**config.mk**
```make
export PLATFORM = sky130hd
export DESIGN_NAME = vga_timing_ctrl
export DESIGN_NICKNAME = d
export VERILOG_FILES = /design/src/rtl/vga_pkg.sv /design/src/rtl/vga_tick_div.sv /design/src/rtl/vga_timing_ctrl.sv
export SDC_FILE = /design/constraint.sdc
export NUM_CORES = 1
export LEC_CHECK = 0
export CAP_MARGIN = 20
export CORE_ASPECT_RATIO = 1.75
export CORE_MARGIN = 10
export CORE_UTILIZATION = 51
export DETAILED_ROUTE_END_ITERATION = 10
export HOLD_SLACK_MARGIN = 0.12
export MAX_ROUTING_LAYER = met4
export PLACE_DENSITY_LB_ADDON = 0.25
export SYNTH_ARGS = -nofsm -noshare
export SYNTH_HDL_FRONTEND = slang
export SYNTH_SLANG_ARGS = --single-unit
```
**constraint.sdc**
```tcl
create_clock -name clk -period 3.6 [get_ports clk]
set_input_delay 0.54 -clock clk [delete_from_list [all_inputs] [get_ports clk]]
set_output_delay 0.54 -clock clk [all_outputs]
set_load 0.005 [all_outputs]
```
**src/rtl/vga_pkg.sv**
```systemverilog
// Shared VGA definitions: default 640x480@60 timing, colour types and
// the colour-bar helpers used by the optional test pattern
// (enabled with VGA_TIMING_TESTPAT_EN).
package vga_pkg;

    localparam int CLK_DIV_DEF   = 4;
    localparam int H_VISIBLE_DEF = 640;
    localparam int H_FRONT_DEF   = 16;
    localparam int H_SYNC_DEF    = 96;
    localparam int H_BACK_DEF    = 48;
    localparam int V_VISIBLE_DEF = 480;
    localparam int V_FRONT_DEF   = 10;
    localparam int V_SYNC_DEF    = 2;
    localparam int V_BACK_DEF    = 33;

    localparam int H_TOTAL = H_VISIBLE_DEF + H_FRONT_DEF + H_SYNC_DEF + H_BACK_DEF;
    localparam int V_TOTAL = V_VISIBLE_DEF + V_FRONT_DEF + V_SYNC_DEF + V_BACK_DEF;

    typedef logic [11:0] rgb12_t;

    typedef struct packed {
        logic [3:0] r;
        logic [3:0] g;
        logic [3:0] b;
    } rgb444_t;

    // Bar index 0..7 for column h, bars of width bar_w starting at column 0.
    function automatic logic [2:0] bar_sel(input logic [9:0] h, input logic [9:0] bar_w);
        logic [2:0] idx;
        idx = 3'd0;
        for (int i = 1; i < 8; i++) begin
            if (h >= 10'(i) * bar_w) idx = 3'(i);
        end
        return idx;
    endfunction

    // Bar index bits map straight onto full-scale R, G, B.
    function automatic rgb12_t bar_color(input logic [2:0] idx);
        return {{4{idx[2]}}, {4{idx[1]}}, {4{idx[0]}}};
    endfunction

endpackage

```
**src/rtl/vga_tick_div.sv**
```systemverilog
// Clock-enable divider: one-clk tick every DIV system clocks (DIV >= 2).
module vga_tick_div #(
    parameter int DIV = 4
) (
    input  logic clk,
    input  logic rst_n,
    output logic tick
);

    localparam int            CW   = $clog2(DIV);
    localparam logic [CW-1:0] LAST = CW'(DIV - 1);

    logic [CW-1:0] div_cnt;

    // Free-running modulo-DIV counter.
    always_ff @(posedge clk or negedge rst_n) begin
        if (!rst_n)              div_cnt <= '0;
        else if (div_cnt == LAST) div_cnt <= '0;
        else                     div_cnt <= div_cnt + 1'b1;
    end

    assign tick = (div_cnt == LAST);

endmodule

```
**src/rtl/vga_timing_ctrl.sv**
```systemverilog
// VGA scan timing: pixel tick, h/v counters, renderer coordinates and
// registered RGB444 + sync pins lagging the coordinates by one pixel.
// Optional colour-bar test pattern under VGA_TIMING_TESTPAT_EN.
module vga_timing_ctrl
    import vga_pkg::*;
#(
    parameter int CLK_DIV   = CLK_DIV_DEF,
    parameter int H_VISIBLE = H_VISIBLE_DEF,
    parameter int H_FRONT   = H_FRONT_DEF,
    parameter int H_SYNC    = H_SYNC_DEF,
    parameter int H_BACK    = H_BACK_DEF,
    parameter int V_VISIBLE = V_VISIBLE_DEF,
    parameter int V_FRONT   = V_FRONT_DEF,
    parameter int V_SYNC    = V_SYNC_DEF,
    parameter int V_BACK    = V_BACK_DEF
) (
    input  logic        clk,
    input  logic        rst_n,
`ifdef VGA_TIMING_TESTPAT_EN
    input  logic        test_mode,
`endif
    input  logic [11:0] rgb_in,
    output logic [9:0]  pix_x,
    output logic [8:0]  pix_y,
    output logic        pix_valid,
    output logic [3:0]  vga_r,
    output logic [3:0]  vga_g,
    output logic [3:0]  vga_b,
    output logic        vga_hs,
    output logic        vga_vs,
    output logic        frame_start
);

    localparam int H_TOT = H_VISIBLE + H_FRONT + H_SYNC + H_BACK;
    localparam int V_TOT = V_VISIBLE + V_FRONT + V_SYNC + V_BACK;

    localparam logic [9:0] H_LAST   = 10'(H_TOT - 1);
    localparam logic [9:0] V_LAST   = 10'(V_TOT - 1);
    localparam logic [9:0] H_VIS    = 10'(H_VISIBLE);
    localparam logic [9:0] V_VIS    = 10'(V_VISIBLE);
    localparam logic [9:0] HS_START = 10'(H_VISIBLE + H_FRONT);
    localparam logic [9:0] HS_END   = 10'(H_VISIBLE + H_FRONT + H_SYNC);
    localparam logic [9:0] VS_START = 10'(V_VISIBLE + V_FRONT);
    localparam logic [9:0] VS_END   = 10'(V_VISIBLE + V_FRONT + V_SYNC);

    logic       tick;
    logic [9:0] h_cnt;
    logic [9:0] v_cnt;
    logic       h_wrap;
    logic       v_wrap;
    logic       in_hs;
    logic       in_vs;
    rgb12_t     src;
    rgb444_t    pin_q;

    vga_tick_div #(.DIV(CLK_DIV)) u_div (
        .clk   (clk),
        .rst_n (rst_n),
        .tick  (tick)
    );

    assign h_wrap = (h_cnt == H_LAST);
    assign v_wrap = (v_cnt == V_LAST);

    // Raster position; v steps once per completed line.
    always_ff @(posedge clk or negedge rst_n) begin
        if (!rst_n) begin
            h_cnt <= '0;
            v_cnt <= '0;
        end else if (tick) begin
            if (h_wrap) begin
                h_cnt <= '0;
                v_cnt <= v_wrap ? '0 : v_cnt + 10'd1;
            end else begin
                h_cnt <= h_cnt + 10'd1;
            end
        end
    end

    assign pix_valid = (h_cnt < H_VIS) && (v_cnt < V_VIS);
    assign pix_x     = pix_valid ? h_cnt : '0;
    assign pix_y     = pix_valid ? v_cnt[8:0] : '0;

    assign in_hs = (h_cnt >= HS_START) && (h_cnt < HS_END);
    assign in_vs = (v_cnt >= VS_START) && (v_cnt < VS_END);

`ifdef VGA_TIMING_TESTPAT_EN
    assign src = test_mode ? bar_color(bar_sel(h_cnt, 10'(H_VISIBLE / 8))) : rgb_in;
`else
    assign src = rgb_in;
`endif

    // Pin stage: colour and sync captured together on the tick so they stay aligned.
    always_ff @(posedge clk or negedge rst_n) begin
        if (!rst_n) begin
            pin_q  <= '0;
            vga_hs <= 1'b1;
            vga_vs <= 1'b1;
        end else if (tick) begin
            pin_q  <= pix_valid ? rgb444_t'(src) : '0;
            vga_hs <= !in_hs;
            vga_vs <= !in_vs;
        end
    end

    // Pulse on the clk after the raster wraps from the last pixel to (0,0).
    always_ff @(posedge clk or negedge rst_n) begin
        if (!rst_n) frame_start <= 1'b0;
        else        frame_start <= tick && h_wrap && v_wrap;
    end

    assign vga_r = pin_q.r;
    assign vga_g = pin_q.g;
    assign vga_b = pin_q.b;

endmodule

```
==> results of run 1 <==
## registers in the layout (all words and copies together) (netlist names)
register       flops
frame_start        1
h_cnt             10
u_div.div_cnt      2
v_cnt             10
vga_b              4
vga_g              4
vga_hs             1
vga_r              4
vga_vs             1
## kinds of logic after synthesis
| family | share of synthesized area |
|---|---|
| fa+ha+maj | 0.03266 |
| buf+inv | 0.06793 |
| mux | 0.01110 |
| compound gates | 0.07055 |
| simple gates | 0.2783 |
| flops | 0.4847 |
| xor+xnor | 0.05487 |
## synthesized netlist by cell type, types with 2 or more instances
| cell type | instances |
|---|---|
| and3_2 | 3 |
| and3_1 | 5 |
| nand2_1 | 8 |
| and2_1 | 13 |
| clkbuf_1 | 3 |
| nor4_1 | 7 |
| nand4_1 | 5 |
| and2_2 | 2 |
| ha_1 | 5 |
| nor2_1 | 11 |
| buf_4 | 4 |
| and4_1 | 3 |
| dfstp_2 | 2 |
| inv_1 | 18 |
| xor2_1 | 2 |
| nor3_1 | 2 |
| nand3_1 | 17 |
| o21ai_0 | 14 |
| dfrtp_1 | 35 |
| buf_2 | 2 |
| a21oi_1 | 3 |
| xnor2_1 | 10 |
| nor4b_1 | 2 |
## metrics by stage
step	cell area, um^2	cells	hold WS, ns
final	2515	289	0.4481
after global routing	2515	289	0.4654
after CTS	2515	289	0.4522
after detailed placement	2414	281	0.4421
after global placement	2414	281	0.4164
after floorplan	1916	194	0.2444
## power groups by stage
stage | combinational, uW | clock (uW) | sequential [uW]
4_1_cts | 44.4 | 320 | 426
5_1_grt | 47.5 | 339 | 426
6_report | 42.8 | 314 | 426
3_3_place_gp | 43.5 | 0 | 433
2_1_floorplan | 4.40 | 0 | 435
3_5_place_dp | 44.2 | 0 | 434
## layout make-up
cell class / instances / area (um^2)
timing repair buffer: 51 / 503.0
multi-input combinational: 129 / 857.1
clock buffer: 7 / 96.34
sequential: 37 / 928.4
clock inverter: 1 / 5.005
tap: 46 / 57.56
inverter: 18 / 67.56
fill: 297 / 1114
## cells in the final DEF (no fill, tap or decap), types with 3 or more instances in the layout
| master | n |
|---|---|
| and3_2 | 3 |
| nand4_1 | 5 |
| a21oi_1 | 3 |
| o21ai_0 | 14 |
| inv_1 | 18 |
| buf_4 | 3 |
| clkbuf_8 | 7 |
| ha_1 | 5 |
| clkdlybuf4s50_1 | 48 |
| and3_1 | 5 |
| nor2_1 | 11 |
| dfrtp_1 | 35 |
| and2_1 | 13 |
| nand2_1 | 8 |
| and4_1 | 3 |
| nor4_1 | 7 |
| xnor2_1 | 10 |
| nand3_1 | 17 |
## worst reg2reg max path: stages, from the launching register on
cell and delay, ns:
dfrtp_1 0.45, inv_1 0.11, ha_1 0.14, nor4b_1 0.34
nand4_2 0.22, and2_4 0.22, a221o_1 0.30
## final timing paths
kind	slack, ns	to
min	0.45	u_div.div_cnt[0]$_DFF_PN0_
max	0.64	pix_x[9]
min reg2reg	0.45	u_div.div_cnt[0]$_DFF_PN0_
max in group asynchronous	2.58	vga_vs$_DFFE_PN1P_
max reg2reg	1.71	v_cnt[3]$_DFFE_PN0P_
min in group asynchronous	0.67	h_cnt[8]$_DFFE_PN0P_
## per-layer routing
layer | up-vias | global-route usage | wire [um]
met4 | 0 | 0.06969 | 123
met2 | 48 | 0.2428 | 2346
met1 | 763 | 0.1486 | 1699
li1 | 767 | - | -
met3 | 10 | 0.03452 | 306
met5 | - | - | 0
==> impl_metrics.json, run 1 <==
{
  "antenna_cells": 0,
  "worst-setup-path-type": "reg2out",
  "fmax_mhz": 337.5,
  "p_clk_frac": 0.401,
  "peakVddDrop_v": 0.0002661,
  "yosysTopAreaCell": "dfrtp_1",
  "drc": 0,
  "cp_num_buf_inv": 2,
  "drt.antenna.violating_nets": 0,
  "vias": 1588,
  "path_cells": "and4_1, nor3_4, buf_4, and2_1, clkdlybuf4s50_1",
  "holdBufCountCts": 0,
  "synth_edf_count": 0,
  "fin_ws_ns": 0.6369,
  "preCtsSetupSlack_ns": 0.9474,
  "grt_antenna_before_repair": 0,
  "drt_wl_total_mm": 4.476,
  "die_y_um": 101.1,
  "seq_power_share": 0.544,
  "clockBufferDepth": 2,
  "setup_violations": 0,
  "crit_path_max_incr_delay_ns": 0.50,
  "crit_path_start_kind": "flip-flop",
  "fin_tns_setup_ns": 0,
  "combPwrFrac": 0.055,
  "numCtsBuffers": 5,
  "worstSetupEndpointType": "primary output",
  "clock_latency_ns": 0.29,
  "synthDistinctLibCells": 41,
  "status": "finished, final reports clean",
  "clk_pin_slew_worst_paths_ns": 0.07,
  "path_depth": 5,
  "tritoncts": "yes",
  "ys_warn_count": 0,
  "critPathMaxFanout": 16,
  "r2r_cells": 6,
  "p_per_area_nw_per_um2": 311.2,
  "synth_top_area_frac": 0.4572,
  "hp-class": "reg2reg",
  "rsz0062_at_grt": "no",
  "dp_hpwl_mm": 3.401,
  "p_int_uw": 621.9,
  "ioPinCount": 49,
  "synth_seq_cells": 37,
  "cap_violations": 0,
  "dieArea_um2": 6704,
  "seq_area_frac_synth": 0.4847,
  "maxSlewViolCount": 0,
  "cts_root_buf": "clkbuf_8",
  "core_um2": 3628,
  "rr_startpoint": "v_cnt[1]$_DFFE_PN0P_",
  "finalHoldViolations": 0,
  "fin_crit_sh": 0.8231,
  "leakagePower_uw": 0.001086,
  "async_reset_ff_frac": 1.000,
  "die_w_um": 66.33,
  "power_uw": 782.6,
  "cts_setup_buffers": 0,
  "utilization": 0.6931,
  "gp_congestion": 0.9121,
  "relSlewSlack": 0.6949,
  "cts-htree-levels": 2,
  "start_util": 0.5279,
  "grt_pass1_vias": 1598,
  "grt_pass1_wl_mm": 7.438,
  "startpoint": "v_cnt[5]$_DFFE_PN0P_",
  "ys_top_cells_by_area": "dfrtp_1 (46%), xnor2_1 (4.6%), nand3_1 (4.4%)",
  "nNetsFinal": 261,
  "hold_depth": 1,
  "period_minus_slack_ns": 2.963,
  "tightest_slew_ns": 0.4577,
  "clock-sinks": 37,
  "cts_resized": 0,
  "clock_skew_ns": 0.005834,
  "crit_slowest_cell": "clkdlybuf4s50_1",
  "drive_gt1_frac": 0.1070,
  "grt_start_max_net_pins": 38,
  "p_sw_frac": 0.2054,
  "crit_arrival_ns": 2.42,
  "dr.first_iter.drc_count": 100,
  "ys.flop_type": "dfrtp_1",
  "num_rows": 29,
  "port_buffers": 48,
  "required_ns": 3.06,
  "avgSynthCellArea_um2": 9.874,
  "area_delta_synth_final_pct": 31.29,
  "netlist_instances": 194,
  "viasPerCell": 5.495,
  "cp_top_family": "simple AND/OR/NAND/NOR gates",
  "p_sw_uw": 160.7,
  "dr.pass1.iters": 4,
  "grt.overflow.total": 0,
  "grt_usage": 0.1431,
  "hp-start": "u_div.div_cnt[0]$_DFF_PN0_",
  "syn_area_um2": 1916,
  "synth_nets": 213,
  "wl_per_cell_um": 15.49
}
(Power assumes the default switching activity.)
==> run 2: changes to the inputs <==
CORE_UTILIZATION = 44   (was 51)
clock period = 2.7 ns   (was 3.6 ns; I/O delays follow)
==> run 2 against run 1 <==
Combinational power grew 34%. Largest power group unchanged. Clock power grew 24%. Global-route usage is 1.7 points lower. Via count fell by 3.3%. Count of clock-buffer cells in the layout unchanged. Critical path type unchanged. Final area barely moved. Non-clock buffer count increased by 1. Sequential power increased by 33%.
==> impl_metrics.json, run 2 (synthesized netlist as in run 1, its figures left out) <==
{
  "crit_path_max_incr_delay_ns": 0.50,
  "cp_top_family": "buffers and inverters",
  "fmax_mhz": 395.6,
  "hp-class": "reg2reg",
  "drt.antenna.violating_nets": 0,
  "status": "finished, final reports clean",
  "met2_usage": 0.1957,
  "clock_latency_ns": 0.29,
  "finalHoldViolations": 0,
  "core_um2": 4189,
  "worst-setup-path-type": "reg2out",
  "drt_wl_total_mm": 4.489,
  "period_minus_slack_ns": 2.528,
  "grt_util_met3": 0.04617,
  "fin_tns_setup_ns": 0,
  "cts_root_buf": "clkbuf_8",
  "hold_ws_ns": 0.4359,
  "antenna_cells": 0,
  "nFillCells": 360,
  "layout_commonest_cell": "clkdlybuf4s50_1",
  "dp_hpwl_mm": 3.309,
  "grt_use_met1": 0.1467,
  "clock-sinks": 37,
  "drive_gt1_frac": 0.1070,
  "layout_common_cells": "clkdlybuf4s50_1 (48), dfrtp_1 (35), inv_1 (18), nand3_1 (17), o21ai_0 (14)",
  "p_sw_frac": 0.2098,
  "port_buffers": 48,
  "drc": 0,
  "clockBufferDepth": 2,
  "dr.first_iter.drc_count": 86,
  "worstSetupEndpointType": "primary output",
  "maxSlewViolCount": 0,
  "holdBufCountCts": 0,
  "setup_violations": 0,
  "viasPerCell": 5.260,
  "crit_path_start_kind": "flip-flop",
  "nNetsFinal": 262,
  "p_sw_uw": 212.7,
  "grt_start_max_net_pins": 38,
  "combPwrFrac": 0.057,
  "clk_pin_slew_worst_paths_ns": 0.07,
  "cts-htree-levels": 2,
  "critPathMaxFanout": 15,
  "grt_antenna_before_repair": 0,
  "wl_per_cell_um": 15.37,
  "p_int_uw": 801.2,
  "dr.pass1.iters": 4,
  "num_rows": 31,
  "peakVddDrop_v": 0.0003032,
  "start_util": 0.4573,
  "numCtsBuffers": 5,
  "die_y_um": 107.3,
  "fin_crit_sh": 0.9363,
  "p_clk_frac": 0.384,
  "dieArea_um2": 7497,
  "cap_violations": 0,
  "regArea_um2": 928.4,
  "cp_num_buf_inv": 2,
  "top_regs": "h_cnt: 10 flops, v_cnt: 10 flops",
  "path_cells": "and4_2, nor3_4, buf_4, and2_1, clkdlybuf4s50_1",
  "grt_usage": 0.1264,
  "p_per_area_nw_per_um2": 403.5,
  "gp_congestion": 0.7780,
  "grt_pass1_wl_mm": 7.645,
  "tightest_slew_ns": 0.4731,
  "crit_arrival_ns": 2.12,
  "multiInputGateArea_um2": 858.3,
  "ioPinCount": 49,
  "clock_skew_ns": 0.008037,
  "die_w_um": 69.88,
  "leakagePower_uw": 0.001080,
  "rsz0062_at_grt": "no",
  "vias": 1536,
  "crit_slowest_cell": "clkdlybuf4s50_1",
  "tritoncts": "yes",
  "seq_power_share": 0.560,
  "globalRoute.busiestLayer": "met2",
  "area_delta_synth_final_pct": 31.16,
  "required_ns": 2.30,
  "grt_pass1_vias": 1574,
  "grt.overflow.total": 0,
  "relSlewSlack": 0.6846
}
-- run 2: cell types whose count changed in the layout (fill, tap and decap cells not counted), sizes merged --
cell,previous run,this run
buf,3,4
clkinv,1,0
-- run 2: layer usage --
layer	vias to the layer above	wire length, um
met2	49	2115
met5	-	0
met1	721	1992
met4	0	70
met3	7	311
li1	759	-
-- run 2: worst reg2reg max path: stages (launching register included) --
cell,delay [ns]
dfrtp_1,0.45
inv_1,0.10
ha_1,0.16
nor4b_1,0.35
nand4_2,0.22
and2_4,0.22
a221o_1,0.29
-- run 2: cell type report --
class / count / area share
inverters: 18 / 0.02689
multi-input cells: 129 / 0.3416
repair buffers: 52 / 0.2032
clock buffers: 7 / 0.03436
well taps: 49 / 0.02440
flip-flops and latches: 37 / 0.3695
-- run 2: path summary, 6_finish.rpt --
| kind | from | to | slack, ns | cells past startpoint |
|---|---|---|---|---|
| min reg2reg | u_div.div_cnt[0]$_DFF_PN0_ | u_div.div_cnt[0]$_DFF_PN0_ | 0.44 | 1 |
| max reg2reg | v_cnt[1]$_DFFE_PN0P_ | v_cnt[3]$_DFFE_PN0P_ | 0.79 | 6 |
| min | u_div.div_cnt[0]$_DFF_PN0_ | u_div.div_cnt[0]$_DFF_PN0_ | 0.44 | 1 |
| max in group asynchronous | rst_n | vga_hs$_DFFE_PN1P_ | 1.81 | 2 |
| min in group asynchronous | rst_n | vga_g[2]$_DFFE_PN0P_ | 0.53 | 2 |
| max | v_cnt[5]$_DFFE_PN0P_ | pix_y[3] | 0.17 | 5 |
-- run 2: stage by stage --
step / area (um^2) / util / setup slack (ns) / total power [uW] / std cells
floorplan: 1916 / - / 0.9484 / 585.3 / 194
global placement: 2425 / 0.5789 / 0.4657 / 636.3 / 285
CTS: 2511 / 0.5995 / 0.1230 / 1027 / 292
finish: 2512 / 0.5998 / 0.1719 / 1014 / 292
detailed placement: 2425 / 0.5789 / 0.4418 / 636.9 / 285
global route: 2512 / 0.5998 / 0.01095 / 1053 / 292
-- run 2: power by group through the flow --
stage               Clock, uW  Combinational [uW]  Sequential [uW]
floorplan                   0                5.87              579
global placement            0                58.5              578
detailed placement          0                58.6              578
CTS                       400                59.1              568
global route              420                64.5              569
finish                    389                57.3              568
-- run 2: timing repair --
item	in CTS	in global routing
gates resized for setup	0	1
setup buffers	0	0
setup endpoints to repair	0	4
==> patch 1, RTL diff (config.mk and constraints of run 2) <==
Change the package constant `CLK_DIV_DEF` from 4 to 8.
--- a/src/rtl/vga_pkg.sv
+++ b/src/rtl/vga_pkg.sv
@@ -3,7 +3,7 @@
 // (enabled with VGA_TIMING_TESTPAT_EN).
 package vga_pkg;
 
-    localparam int CLK_DIV_DEF   = 4;
+    localparam int CLK_DIV_DEF   = 8;
     localparam int H_VISIBLE_DEF = 640;
     localparam int H_FRONT_DEF   = 16;
     localparam int H_SYNC_DEF    = 96;
Function: changed (a bounded check fails within 10 cycles, from zero or initial values and one cycle with rst_n low).
==> patch 1 against run 2 <==
  * Clock skew about the same
  * Synthesized cell count rose by 4.1%
  * Sequential cell count rose by 1
  * Setup slack got worse by 0.0022 ns
  * Largest cell class unchanged
  * Total power increased by 12%
  * Combinational power barely moved
  * Area after synthesis grew 5.3%
  * Routed wire length increased by 5.0%
  * Final area rose by 3.8%
==> patch 1: results (changes against run 2) <==
Final nets -> 268 (+2.3%)
Root Buffer Master -> clkbuf_8
dpl cells -> 292 (+2.5%)
Post-Syn Area per Cell -> 9.98 sq um (+1.1%)
worst slew pin tran -> 0.691 ns (+0.218 ns)
Max IR drop VDD -> 304 uV (+0.24%)
vias in the first global route -> 1615 (+2.6%)
Clk Latency, worst-skew pair -> 0.29 ns (about the same)
Ys Warns -> 0 (unchanged)
crit path max fanout -> 11 (-4)
mean number of vias per cell -> 5.24 (-0.45%)
top cells by area, synth -> dfrtp_1 45%, nand3_1 5.7%, and2_1 4.3%
final std cells w/o fill -> 300 (+2.7%)
Logic power comb -> 0.0000574 W (about the same)
clock skew -> 0.00786 ns (-0.000180 ns)
status -> complete, no violations
pin count of the biggest net entering global routing -> 39 (+2.6%)
leak pwr -> 1.12 nW (+3.4%)
detailed placer's ending HPWL -> 3540 um (+7.0%)
Routed Wire Length -> 4710 um (+5.0%)
NetSw -> 0.000220 W (+3.2%)
Post-Syn Nets -> 222 (+4.2%)
drt first-iter violations -> 98 (+14%)
fraction of the yosys area taken by sequential cells -> 47.3% (-1.2 points)
most frequent cells after synthesis -> 36 x dfrtp_1, 23 x nand3_1, 17 x inv_1
share of cells above drive strength 1 -> 10.0% (-0.66 points)
Slowest-stage cell, CP -> clkdlybuf4s50_1
[patch 1: through the flow]
stage	cell area (sq um)	hold slack [ns]	utilization [%]	total power (W)	setup WS [ns]
detailed placement	2480	0.435	55.9	0.000653	0.344
finish	2610	0.443	58.7	0.00113	0.170
floorplan	2020	0.109	-	0.000600	0.788
global route	2610	0.482	58.7	0.00118	0.0429
CTS	2600	0.445	58.5	0.00115	0.0270
global placement	2480	0.431	55.9	0.000651	0.401
[patch 1: path summary, 6_finish.rpt]
kind,from,endpoint,slack [ns],cells past startpoint
max,h_cnt[7],pix_x[2],0.17,5
min,u_div.div_cnt[0],u_div.div_cnt[0],0.44,1
max reg2reg,h_cnt[6],v_cnt[1],0.64,4
min reg2reg,u_div.div_cnt[0],u_div.div_cnt[0],0.44,1
max in group asynchronous,rst_n,vga_hs,1.80,2
min in group asynchronous,rst_n,vga_r[3],0.53,2
[patch 1: cells by family after synthesis]
family / share of synthesized area (%)
muxes: 0.496
xor gates and xnor gates: 5.65
buffers and inverters: 8.50
adders and majority gates: 3.72
AOI/OAI and AO/OA: 6.51
DFF: 47.3
and+or+nand+nor: 27.9
[patch 1: layout make-up]
cell class                      instances  area, sq um
Sequential cell                        38          953
Inverter                               17         63.8
Multi-Input combinational cell        134          901
Tap cell                               51         63.8
Clock inverter                          1         30.0
Clock buffer                            7         86.3
Timing Repair Buffer                   52          510
Fill cell                             390         1840
[patch 1: worst max-delay path: cells and delay by family, from the launching register on]
kind                   cells  cell delay, ns
AOI/OAI and AO/OA          1            0.30
and+or+nand+nor            2            0.37
DFF                        1            0.46
buffers and inverters      2            0.71
[patch 1: per-layer routing]
metal  wire, um  vias to the layer above  track usage [%]
li1           -                      782                -
met1       1880                      729             13.3
met2       2400                       50             21.5
met3        313                       10             4.24
met4        116                        0             5.69
met5          0                        -                -
==> patch 2, RTL diff (config.mk and constraints of run 2) <==
Made on the original files. Remove the register `frame_start`: a continuous assignment takes its place, so the output `frame_start` follows one clock earlier.
--- a/src/rtl/vga_timing_ctrl.sv
+++ b/src/rtl/vga_timing_ctrl.sv
@@ -104,10 +104,7 @@
     end
 
     // Pulse on the clk after the raster wraps from the last pixel to (0,0).
-    always_ff @(posedge clk or negedge rst_n) begin
-        if (!rst_n) frame_start <= 1'b0;
-        else        frame_start <= tick && h_wrap && v_wrap;
-    end
+    assign frame_start = tick && h_wrap && v_wrap;
 
     assign vga_r = pin_q.r;
     assign vga_g = pin_q.g;
Behaviour: same outputs for any inputs over 10 cycles, from zero or initial values and one cycle with rst_n low; that may be too few to reach the edited logic, so the function may still have changed.
==> patch 2 against run 2 <==
  * Area after synthesis shrank 1.3%
  * Setup slack lost 0.067 ns
  * Final area fell by 0.20%
  * Critical endpoint is now pix_x[6]
  * Total power down 0.97%
  * Largest power group unchanged
  * Final cell count shrank 0.34%
  * Count of clock-buffer cells in the layout shrank 1
  * Register-to-register slack improved by 0.09 ns
  * Via count fell by 0.65%
  * Sequential cell count is 1 lower
  * Clock power increased by 1%
  * Sequential power is 3% lower
  * Largest cell class unchanged
  * Routed wire length increased by 2.5%
==> patch 2: results (changes against run 2) <==
fraction of the yosys area taken by sequential cells -> 47.8% (-0.68 points)
gpl congestion -> 0.890 (+14%)
Slew headroom -> 68.8% (+0.39 points)
Synth cell types -> 41 (unchanged)
Max IR drop VDD -> 403 uV (+33%)
biggest regs -> h_cnt (10), v_cnt (10)
hold_buf cts -> 0 (unchanged)
worst r2r src -> h_cnt[0]
CP delay by family, top -> simple AND/OR/NAND/NOR gates
vias in the first global route -> 1596 (+1.4%)
r2r setup slk -> 0.88 ns (+0.09 ns)
Setup crit start -> v_cnt[5]
detailed placer's ending HPWL -> 3370 um (+1.8%)
ys async rst share -> 100% (unchanged)
Num CTS Buffers -> 5 (unchanged)
leak pwr -> 1.08 nW (-0.19%)
gr usage total -> 12.8% (+0.14 points)
reg2reg end -> v_cnt[3]
most frequent cells after synthesis -> 34 x dfrtp_1, 18 x inv_1, 17 x nand3_1
top cells by area, synth -> dfrtp_1 45%, xnor2_1 4.6%, nand3_1 4.5%
antenna violations before repair -> 0 (unchanged)
Final nets -> 260 (-0.76%)
R2R depth -> 5 (-1)
WP data arrival -> 2.19 ns (+0.07 ns)
vias -> 1526 (-0.65%)
Pre-antenna DRT Iters -> 4 (unchanged)
wire per inst -> 15.8 um (+2.8%)
Worst path max stage delay -> 0.50 ns (about the same)
share of cells above drive strength 1 -> 12.0% (+1.3 points)
H-tree depth -> 2 (unchanged)
Clock Path Buffers -> 2 (unchanged)
Startpoint Class -> register
Slowest-stage cell, CP -> clkdlybuf4s50_1
Ys Warns -> 0 (unchanged)
Hold WC Path Type -> register to register
clock skew -> 0.00393 ns (-0.00410 ns)
drt first-iter violations -> 37 (-57%)
crit path max fanout -> 25 (+10)
pin count of the biggest net entering global routing -> 37 (-2.6%)
Worst Setup EP -> pix_x[6]
clock slew at reported path FFs -> 0.07 ns (about the same)
Post-Syn Nets -> 212 (-0.47%)
status -> complete, no violations
Root Buffer Master -> clkbuf_8
Clk Latency, worst-skew pair -> 0.28 ns
first-pass GRT wire length -> 7750 um (+1.3%)
number of port buffers -> 48 (unchanged)
## patch 2: logic make-up after synthesis
| kind of cell | share of synthesized area [%] |
|---|---|
| multiplexers | 1.13 |
| adder cells (fa/ha/maj) | 3.31 |
| XOR/XNOR | 5.56 |
| flip-flops | 47.8 |
| AND/OR/NAND/NOR | 28.2 |
| buffers and inverters | 6.88 |
| AO/OA/AOI/OAI | 7.15 |
## patch 2: worst min-delay path by stage
stage,start,to,slack (ns),depth (start not counted)
final,u_div.div_cnt[0],u_div.div_cnt[0],0.43,1
after global routing,u_div.div_cnt[0],u_div.div_cnt[0],0.47,1
after CTS,u_div.div_cnt[0],u_div.div_cnt[0],0.43,1
after detailed placement,u_div.div_cnt[0],u_div.div_cnt[0],0.42,1
after global placement,u_div.div_cnt[0],u_div.div_cnt[0],0.42,1
after floorplan,rst_n,h_cnt[0],0.11,0
## patch 2: through the flow
stage	std cells	area (sq um)	hold WS [ns]	setup slack [ns]	total power [W]
after global routing	291	2510	0.472	0.00369	0.00105
after CTS	291	2500	0.432	0.0610	0.00102
final	291	2510	0.432	0.105	0.00100
after detailed placement	283	2400	0.421	0.390	0.000622
after floorplan	193	1890	0.109	0.948	0.000570
after global placement	283	2400	0.416	0.407	0.000621
## patch 2: timing repair
action | CTS | global route
endpoints found under the setup margin | 0 | 3
gates resized for setup | 0 | 3
hold endpoints to repair | 0 | 0
setup buffers | 0 | 0
## patch 2: final cells by class
type	instances	area, sq um
fill	366	1640
sequential	36	903
multi-input combinational	129	867
timing repair buffer	51	515
clock buffer	6	82.6
inverter	18	67.6
tap	49	61.3
clock inverter	2	10.0
## patch 2: power breakdown
| part | switching, W | leakage, nW | internal (W) |
|---|---|---|---|
| clock network | 0.000191 | 0.0510 | 0.000204 |
| registers | 0.00000448 | 0.454 | 0.000548 |
| logic | 0.0000216 | 0.573 | 0.0000353 |
## patch 2: worst register-to-register path, stage by stage (launching register included)
cell and delay (ns):
dfrtp_1 0.42, ha_1 0.25, and3_2 0.25, and3_1 0.28, and2_4 0.21, a221o_1 0.30
## patch 2: layer usage
| layer | global-route usage, % | vias to the layer above | share of wire (%) |
|---|---|---|---|
| met5 | - | - | 0 |
| met4 | 6.21 | 0 | 1.8 |
| met3 | 3.97 | 9 | 5.6 |
| met2 | 20.6 | 41 | 51 |
| met1 | 14.0 | 716 | 42 |
| li1 | - | 760 | - |
